File: src/rtl/vga_fb_scanout_if.sv
// Framebuffer read port plus VGA DAC pins of the scanout block.
// The scanout side is the master; the framebuffer/board side is the slave.
interface vga_fb_scanout_if;
  logic [12:0] fb_addr;
  logic [23:0] fb_data;
  logic [7:0]  VGA_R;
  logic [7:0]  VGA_G;
  logic [7:0]  VGA_B;
  logic        VGA_HS;
  logic        VGA_VS;
  logic        VGA_BLANK_N;
  logic        VGA_CLK;
  logic        vblank;
  logic        frame_tick;

  modport master (
    output fb_addr, VGA_R, VGA_G, VGA_B, VGA_HS, VGA_VS, VGA_BLANK_N,
    output VGA_CLK, vblank, frame_tick,
    input  fb_data
  );

  modport slave (
    input  fb_addr, VGA_R, VGA_G, VGA_B, VGA_HS, VGA_VS, VGA_BLANK_N,
    input  VGA_CLK, vblank, frame_tick,
    output fb_data
  );
endinterface

File: src/rtl/vga_fb_scanout.sv
// VGA timing generator and framebuffer scanout: 128x64 image scaled by 2^SCALE_LOG2, centred.
// Latency: 2 pixel ticks from counters to pins; free-running, no backpressure.
module vga_fb_scanout #(
  parameter int          H_VIS      = 640,
  parameter int          H_FP       = 16,
  parameter int          H_SYNC     = 96,
  parameter int          H_BP       = 48,
  parameter int          V_VIS      = 480,
  parameter int          V_FP       = 10,
  parameter int          V_SYNC     = 2,
  parameter int          V_BP       = 33,
  parameter int          X_OFF      = 64,
  parameter int          Y_OFF      = 112,
  parameter int          SCALE_LOG2 = 2,
  parameter logic [23:0] BORDER     = 24'h000000
) (
  input  logic              CLOCK_50,
  input  logic              reset_n,
  vga_fb_scanout_if.master  vga
);
  localparam int H_TOT = H_VIS + H_FP + H_SYNC + H_BP;
  localparam int V_TOT = V_VIS + V_FP + V_SYNC + V_BP;
  localparam int HW    = $clog2(H_TOT);
  localparam int VW    = $clog2(V_TOT);

  localparam logic [HW-1:0] H_LAST  = HW'(H_TOT - 1);
  localparam logic [HW-1:0] H_VIS_L = HW'(H_VIS);
  localparam logic [HW-1:0] HS_LO   = HW'(H_VIS + H_FP);
  localparam logic [HW-1:0] HS_HI   = HW'(H_VIS + H_FP + H_SYNC);
  localparam logic [HW-1:0] X_LO    = HW'(X_OFF);
  localparam logic [HW-1:0] X_HI    = HW'(X_OFF + (128 << SCALE_LOG2));
  localparam logic [VW-1:0] V_LAST  = VW'(V_TOT - 1);
  localparam logic [VW-1:0] V_VIS_L = VW'(V_VIS);
  localparam logic [VW-1:0] VS_LO   = VW'(V_VIS + V_FP);
  localparam logic [VW-1:0] VS_HI   = VW'(V_VIS + V_FP + V_SYNC);
  localparam logic [VW-1:0] Y_LO    = VW'(Y_OFF);
  localparam logic [VW-1:0] Y_HI    = VW'(Y_OFF + (64 << SCALE_LOG2));

  logic          pix_ph;
  logic [HW-1:0] h;
  logic [VW-1:0] v;
  logic          tick, h_last, v_last, active, in_win, hs_n, vs_n;
  logic [6:0]    col;
  logic [5:0]    row;
  logic          s0_vld, s0_win, s0_act, s0_hs, s0_vs;

  always_comb begin
    tick   = pix_ph;
    h_last = (h == H_LAST);
    v_last = (v == V_LAST);
    active = (h < H_VIS_L) && (v < V_VIS_L);
    in_win = (h >= X_LO) && (h < X_HI) && (v >= Y_LO) && (v < Y_HI);
    hs_n   = !((h >= HS_LO) && (h < HS_HI));
    vs_n   = !((v >= VS_LO) && (v < VS_HI));
    col    = 7'((h - X_LO) >> SCALE_LOG2);
    row    = 6'((v - Y_LO) >> SCALE_LOG2);
  end

  // vblank follows the line counter directly so software sees it without pipeline lag
  assign vga.vblank = (v >= V_VIS_L);

  always_ff @(posedge CLOCK_50 or negedge reset_n) begin
    if (!reset_n) begin
      pix_ph          <= 1'b0;
      h               <= '0;
      v               <= '0;
      vga.VGA_CLK     <= 1'b0;
      vga.frame_tick  <= 1'b0;
      vga.fb_addr     <= '0;
      s0_vld          <= 1'b0;
      s0_win          <= 1'b0;
      s0_act          <= 1'b0;
      s0_hs           <= 1'b1;
      s0_vs           <= 1'b1;
      vga.VGA_R       <= '0;
      vga.VGA_G       <= '0;
      vga.VGA_B       <= '0;
      vga.VGA_HS      <= 1'b1;
      vga.VGA_VS      <= 1'b1;
      vga.VGA_BLANK_N <= 1'b0;
    end else begin
      pix_ph         <= ~pix_ph;
      vga.VGA_CLK    <= ~pix_ph;
      vga.frame_tick <= 1'b0;
      if (tick) begin
        if (h_last) begin
          h <= '0;
          v <= v_last ? '0 : v + VW'(1);
        end else begin
          h <= h + HW'(1);
        end
        vga.frame_tick <= h_last && v_last;

        // Stage 0: issue the read and capture the decode for this pixel
        if (in_win) vga.fb_addr <= {row, col};
        s0_vld <= 1'b1;
        s0_win <= in_win;
        s0_act <= active;
        s0_hs  <= hs_n;
        s0_vs  <= vs_n;

        // Stage 1: read data has had two cycles to return; drive the DAC
        if (s0_vld) begin
          {vga.VGA_R, vga.VGA_G, vga.VGA_B} <= s0_win ? vga.fb_data
                                             : (s0_act ? BORDER : 24'h000000);
          vga.VGA_HS      <= s0_hs;
          vga.VGA_VS      <= s0_vs;
          vga.VGA_BLANK_N <= s0_act;
        end
      end
    end
  end
endmodule

File: src/flat_wrapper.sv
// flat-port wrapper written by rule: the top's interface ports become plain ports
module vga_fb_scanout_flat 
#(
  parameter int          H_VIS      = 640,
  parameter int          H_FP       = 16,
  parameter int          H_SYNC     = 96,
  parameter int          H_BP       = 48,
  parameter int          V_VIS      = 480,
  parameter int          V_FP       = 10,
  parameter int          V_SYNC     = 2,
  parameter int          V_BP       = 33,
  parameter int          X_OFF      = 64,
  parameter int          Y_OFF      = 112,
  parameter int          SCALE_LOG2 = 2,
  parameter logic [23:0] BORDER     = 24'h000000
)
  (CLOCK_50, reset_n, vga_fb_addr, vga_VGA_R, vga_VGA_G, vga_VGA_B, vga_VGA_HS, vga_VGA_VS, vga_VGA_BLANK_N, vga_VGA_CLK, vga_vblank, vga_frame_tick, vga_fb_data);
  vga_fb_scanout_if vga_i ();
  input  logic CLOCK_50;
  input  logic reset_n;
  output wire logic [$bits(vga_i.fb_addr)-1:0] vga_fb_addr;
  output wire logic [$bits(vga_i.VGA_R)-1:0] vga_VGA_R;
  output wire logic [$bits(vga_i.VGA_G)-1:0] vga_VGA_G;
  output wire logic [$bits(vga_i.VGA_B)-1:0] vga_VGA_B;
  output wire logic [$bits(vga_i.VGA_HS)-1:0] vga_VGA_HS;
  output wire logic [$bits(vga_i.VGA_VS)-1:0] vga_VGA_VS;
  output wire logic [$bits(vga_i.VGA_BLANK_N)-1:0] vga_VGA_BLANK_N;
  output wire logic [$bits(vga_i.VGA_CLK)-1:0] vga_VGA_CLK;
  output wire logic [$bits(vga_i.vblank)-1:0] vga_vblank;
  output wire logic [$bits(vga_i.frame_tick)-1:0] vga_frame_tick;
  input wire logic [$bits(vga_i.fb_data)-1:0] vga_fb_data;
  assign vga_fb_addr = vga_i.fb_addr;
  assign vga_VGA_R = vga_i.VGA_R;
  assign vga_VGA_G = vga_i.VGA_G;
  assign vga_VGA_B = vga_i.VGA_B;
  assign vga_VGA_HS = vga_i.VGA_HS;
  assign vga_VGA_VS = vga_i.VGA_VS;
  assign vga_VGA_BLANK_N = vga_i.VGA_BLANK_N;
  assign vga_VGA_CLK = vga_i.VGA_CLK;
  assign vga_vblank = vga_i.vblank;
  assign vga_frame_tick = vga_i.frame_tick;
  assign vga_i.fb_data = vga_fb_data;
  vga_fb_scanout #(.H_VIS(H_VIS), .H_FP(H_FP), .H_SYNC(H_SYNC), .H_BP(H_BP), .V_VIS(V_VIS), .V_FP(V_FP), .V_SYNC(V_SYNC), .V_BP(V_BP), .X_OFF(X_OFF), .Y_OFF(Y_OFF), .SCALE_LOG2(SCALE_LOG2), .BORDER(BORDER)) u_core (.CLOCK_50(CLOCK_50), .reset_n(reset_n), .vga(vga_i));
endmodule
File: config.mk
export PLATFORM = sky130hd
export DESIGN_NAME = vga_fb_scanout_flat
export DESIGN_NICKNAME = d
export VERILOG_FILES = /design/src/rtl/vga_fb_scanout_if.sv /design/src/rtl/vga_fb_scanout.sv /design/src/flat_wrapper.sv
export SDC_FILE = /design/constraint.sdc
export NUM_CORES = 1
export LEC_CHECK = 0
export BUFFER_PORTS_ARGS = -buffer_cell sky130_fd_sc_hd__buf_2
export CORE_UTILIZATION = 50
export CTS_CLUSTER_SIZE = 28
export DETAILED_ROUTE_END_ITERATION = 12
export PLACE_DENSITY = 0.72
export SKIP_CTS_REPAIR_TIMING = 1
export SLEW_MARGIN = 5
export SYNTH_ARGS = -nofsm -noshare
export SYNTH_HDL_FRONTEND = slang
export SYNTH_SLANG_ARGS = --single-unit
File: constraint.sdc
create_clock -name CLOCK_50 -period 2.1 [get_ports CLOCK_50]
set_input_delay 0.105 -clock CLOCK_50 [delete_from_list [all_inputs] [get_ports CLOCK_50]]
set_output_delay 0.105 -clock CLOCK_50 [all_outputs]
set_load 0.01 [all_outputs]
**Word-level counts from Yosys, hierarchy flattened**

Cells that the tools add are included.

- Bits in registers: 67
- Output and inout bits: 43

- Bitwise operators: 1
- $add $sub $neg: 4
- Equality and inequality tests: 2
- Reductions and logical operators: 12
- Muxes and demuxes: 4
- Order comparisons: 11

Operators with widths:

| operator | number |
|---|---|
| $lt 10x10->1 const B | 3 |
| $lt 10x9->1 const B | 3 |
| $mux 24 | 1 |
| $add 10x1->10 const B | 2 |
| $eq 10x10->1 const B | 2 |
| $ge 10x7->1 const B | 2 |
| $ge 10x9->1 const B | 2 |
| $mux 10 | 2 |
| $ge 10x10->1 const B | 1 |
| $sub 9x7->9 const B | 1 |
| $sub 8x7->8 const B | 1 |
| $logic_and 1x1->1 | 7 |
| $reduce_and 2->1 | 3 |
| $logic_not 1->1 | 2 |
| $mux 1 | 1 |
| $not 1->1 | 1 |

**Longest topological paths before layout**

- Word-level depth: 5
- Gate-level depth with buffers: 7

**Worst setup path after synthesis**

Ideal clock, no wire load.

- Kind: flip-flop to flip-flop
- From: register u_core.v[5]
- To: register u_core.vga.fb_addr[10]
- Required time: 1.975 ns
- Arrival time: 1.736 ns
- Cell stages (with the launch flop): 7
- Path buffers: 1
- Slack: 0.239 ns
- Cell sequence: dfrtp_1 > ha_1 > a21oi_2 > mux2i_4 > o211ai_4 > buf_6 > mux2_4

- Word-level cells in the longest chain between the ends: 4
- Elaborated cells between the ends (all ways): 6
- Those cells by class: add/sub: 1; order compare: 2; reduce/logical: 3

RTL lines:

| item | RTL line | RTL |
|---|---|---|
| start: declaration | vga_fb_scanout.sv:41 | `logic [VW-1:0] v;` |
| start signal: assignment | vga_fb_scanout.sv:88 | `v <= v_last ? '0 : v + VW'(1);` |
| $ge 10x7->1 | vga_fb_scanout.sv:52 | `in_win = (h >= X_LO) && (h < X_HI) && (v >= Y_LO) && (v < Y_HI);` |
| $logic_and 1x1->1 (2 in series) | vga_fb_scanout.sv:52 |  |
| $reduce_and 2->1 (no source line) | n/a |  |
| end signal: assignment | vga_fb_scanout.sv:95 | `if (in_win) vga.fb_addr <= {row, col};` |
| end: declaration | vga_fb_scanout_if.sv:17 | `output fb_addr, VGA_R, VGA_G, VGA_B, VGA_HS, VGA_VS, VGA_BLANK_N,` |

Several ways; a longest one is shown, not always the timed one.
A chain may end at the register's enable or synchronous reset.

**Worst setup path after layout**

- From: register u_core.h[7]
- To: register u_core.vga.fb_addr[1]

- Word-level cells in the longest chain between the ends: 5
- Elaborated cells between the ends (all ways): 6
- Those cells by class: order compare: 2; reduce/logical: 4

RTL lines:

| item | RTL line | RTL |
|---|---|---|
| start: declaration | vga_fb_scanout.sv:40 | `logic [HW-1:0] h;` |
| start signal: assignment | vga_fb_scanout.sv:90 | `h <= h + HW'(1);` |
| $ge 10x7->1 / $lt 10x10->1 (equally long branches) | vga_fb_scanout.sv:52 |  |
| $logic_and 1x1->1 * (3 in series) | vga_fb_scanout.sv:52 |  |
| $reduce_and 2->1 (no source line) * | n/a |  |

Mark *: on every way between the ends. The rest lies on a longest branch, timed or not.

==> impl_table.tex <==
\begin{tabular}{lr}
\hline
Metric & Value \\
\hline
\multicolumn{2}{l}{\textbf{Status}} \\
Outcome & finished, final reports clean \\
\multicolumn{2}{l}{\textbf{Die}} \\
Floorplan die area & 0.006715 mm2 \\
Standard-cell rows & 28 \\
IO Count & 69 \\
Vertical die dimension & 81.95 um \\
Die Width & 81.95 um \\
Placeable core area & 0.006026 mm2 \\
Initial core utilization & 53.03\% \\
\multicolumn{2}{l}{\textbf{STA}} \\
Aggregate negative setup slack & 0 ns \\
Final hold viol count & 0 \\
Transition at the pin with the smallest max-transition slack & 0.7582 ns \\
Count of pins over their slew limit & 0 \\
Setup repair after global routing missed its margin & no \\
Final worst-path cycle share & 95.94\% \\
Max-slew headroom at the worst pin & 49.45\% \\
Worst Clk Skew & 0.006990 ns \\
Count of final setup violators & 0 \\
Max Clock Freq & 0.4963 GHz \\
Time the worst path needs with I/O delays and setup & 2.015 ns \\
\multicolumn{2}{l}{\textbf{Detailed routing}} \\
Number of nets still failing antenna checks after routing & 0 \\
Average wire length per cell after detail routing & 13.83 um \\
Number of detailed-route iterations in the first pass & 4 \\
DRC Markers & 0 \\
Detailed router's first-iteration violation count & 194 \\
Average vias per placed instance & 5.167 \\
Overall via count from detail\_route & 2,444 \\
Total routed wirelength & 6.543 mm \\
\multicolumn{2}{l}{\textbf{Clocking}} \\
Clock latency at the later pin of the worst-skew pair & 0.34 ns \\
Root cell of the clock tree & clkbuf\_8 \\
H-tree levels & 3 \\
Number of sinks on the clock net & 67 \\
Number of buffers added by the clock tree synthesis step & 9 \\
Clock tree from TritonCTS & yes \\
Clock transition at the registers of the reported paths & 0.07 ns \\
Buffer levels on the longest clock path & 2 \\
\multicolumn{2}{l}{\textbf{Setup path}} \\
Worst path required time & 2.32 ns \\
Minimum setup slack among reg-to-reg paths & 0.09 ns \\
Data arrival at the endpoint of the critical path & 2.23 ns \\
Startpoint kind of the worst setup timing path & flop \\
Type of destination of the critical path & flop \\
Top fanout value on the critical path & 13 \\
Crit Path Class & flop to flop \\
\multicolumn{2}{l}{\textbf{GRT}} \\
Congestion Overflow GR & 0 \\
Antenna violations before repair & 0 \\
Pin count of the biggest net entering global routing & 68 \\
GRT Resource Usage Total & 21.30\% \\
Number of global-route vias before repair & 2,242 \\
Global-route wire length before repair & 10.62 mm \\
\multicolumn{2}{l}{\textbf{Synth}} \\
Number of enable-type register cells in the synthesized netlist & 0 \\
Cell type with the highest aggregate area in the netlist & dfrtp\_1 \\
Proportion of synthesized chip area in sequential cells & 52.62\% \\
Nets in the synthesized netlist & 355 \\
Number of cells produced by synthesis & 318 \\
Async set-reset flop share out of synthesis & 100.0\% \\
Number of synthesized register bits & 67 \\
Post-synth design cell area & 0.003196 mm2 \\
Count of different cell masters after synthesis & 46 \\
YS warnings & 0 \\
Area share of the leading cell type in the synthesized netlist & 49.33\% \\
Synthesized area per cell & 10.05 um2 \\
Leading post-synthesis cells by cell area & dfrtp\_1, nand2\_1, o21ai\_0, ha\_1, mux2\_4 \\
Most used flip-flop cell after synthesis & dfrtp\_1 \\
\multicolumn{2}{l}{\textbf{Placed design}} \\
Port Buffer Count & 68 \\
Gp weighted congestion & 0.8574 \\
Post-DP Area & 0.003642 mm2 \\
HPWL after detailed placement & 4.640 mm \\
\multicolumn{2}{l}{\textbf{Min path}} \\
Hold Path Class & primary input to flop \\
\multicolumn{2}{l}{\textbf{Pwr}} \\
Max rail drop VDD & 470.8 uV \\
Leak Pwr & 0.001901 uW \\
Pwr dens & 681.1 mW/mm2 \\
\multicolumn{2}{l}{\textbf{Final layout}} \\
Area of the multi-input gates & 0.001378 mm2 \\
Footprint of the flip-flops and latches & 0.001682 mm2 \\
Cell area after layout & 0.003928 mm2 \\
Most used cells in the layout excluding fill and tap cells & buf\_2, nand2\_1, dfrtp\_1 \\
Layout Area Growth over Synthesis & 22.91\% \\
Commonest non-fill, non-tap cell in the layout & buf\_2 \\
Fill cells & 519 \\
Fraction of layout instances using a drive strength above 1 & 29.65\% \\
Antenna diode count & 0 \\
Final Net Count & 430 \\
\multicolumn{2}{l}{\textbf{Run}} \\
Max-capacitance violation count & 0 \\
\hline
\end{tabular}
## critical path: stages, from the launching register on
cell      delay, ns
dfrtp_1        0.42
inv_1          0.12
ha_1           0.21
nand2_1        0.11
nor4_2         0.07
o211ai_4       0.56
mux2_2         0.40
## Yosys cell counts, types with 2 or more instances
| cell type | count |
|---|---|
| dfrtp_1 | 63 |
| ha_1 | 11 |
| clkbuf_1 | 15 |
| mux2_2 | 5 |
| a31oi_1 | 2 |
| xor2_1 | 3 |
| mux2i_1 | 3 |
| nor2_1 | 10 |
| a21oi_1 | 10 |
| and2_1 | 2 |
| nand3_1 | 14 |
| and3_1 | 3 |
| dfstp_2 | 4 |
| nand4_1 | 5 |
| inv_1 | 17 |
| o21ai_0 | 41 |
| nand2_1 | 63 |
| mux2_4 | 8 |
| xnor2_1 | 6 |
| nor3_1 | 3 |
| and4_1 | 3 |
| or3_1 | 3 |
## per-stage QoR
stage / worst slack (ns) / std cells / hold slack [ns] / util [%] / total power (uW)
floorplan: 0.2390 / 318 / -0.1906 / - / 1315
global placement: 0.1305 / 454 / 0.1497 / 60.44 / 1367
detailed placement: 0.07663 / 454 / 0.1469 / 60.44 / 1366
CTS: 0.06571 / 470 / -0.2106 / 64.64 / 2694
global route: 0.007135 / 473 / 0.004819 / 65.18 / 2768
finish: 0.08518 / 473 / 0.005324 / 65.18 / 2675
## worst paths after layout
| kind | startpoint | cells after the start | to |
|---|---|---|---|
| max | u_core.h[7] | 6 | u_core.vga.fb_addr[1] |
| min | vga_fb_data[2] | 3 | u_core.vga.VGA_B[2] |
| max reg2reg | u_core.h[7] | 6 | u_core.vga.fb_addr[1] |
| min reg2reg | u_core.vga.VGA_B[0] | 2 | u_core.vga.VGA_B[0] |
| max in group asynchronous | reset_n | 3 | u_core.vga.VGA_VS |
| min in group asynchronous | reset_n | 3 | u_core.vga.fb_addr[4] |
## power breakdown
part | switching (uW) | internal, uW | leakage [uW]
sequential | 0 | 1290 | 0.000893
combinational | 30.5 | 23.5 | 0.000886
clock | 476 | 854 | 0.000123
total | 507 | 2170 | 0.00190
## state kept, by name, indices dropped and copies added (netlist names), 8 cells and up
| signal | cells |
|---|---|
| u_core.h | 10 |
| u_core.vga.VGA_G | 8 |
| u_core.vga.fb_addr | 13 |
| u_core.vga.VGA_B | 8 |
| u_core.v | 10 |
| u_core.vga.VGA_R | 8 |
## cell families after synthesis
logic type	share of synthesized area, %
simple gates	17.66
flops	52.62
compound gates	11.43
buf+inv	4.346
mux	7.165
fa+ha+maj	4.307
xor+xnor	2.467
## cell type report
cell class	count	share of cell area, %
Timing Repair Buffer	81	11.66
Clock buffer	12	3.950
Clock inverter	4	2.485
Sequential cell	67	42.82
Inverter	17	1.625
Tap cell	75	2.389
Multi-Input combinational cell	217	35.07
## layer usage
layer | global-route usage (%) | wire, um
met5 | 0 | 0
met4 | 10.70 | 199
met1 | 28.70 | 3001
met2 | 31.65 | 3113
met3 | 5.444 | 229
Power figures use the tool's default switching activity.
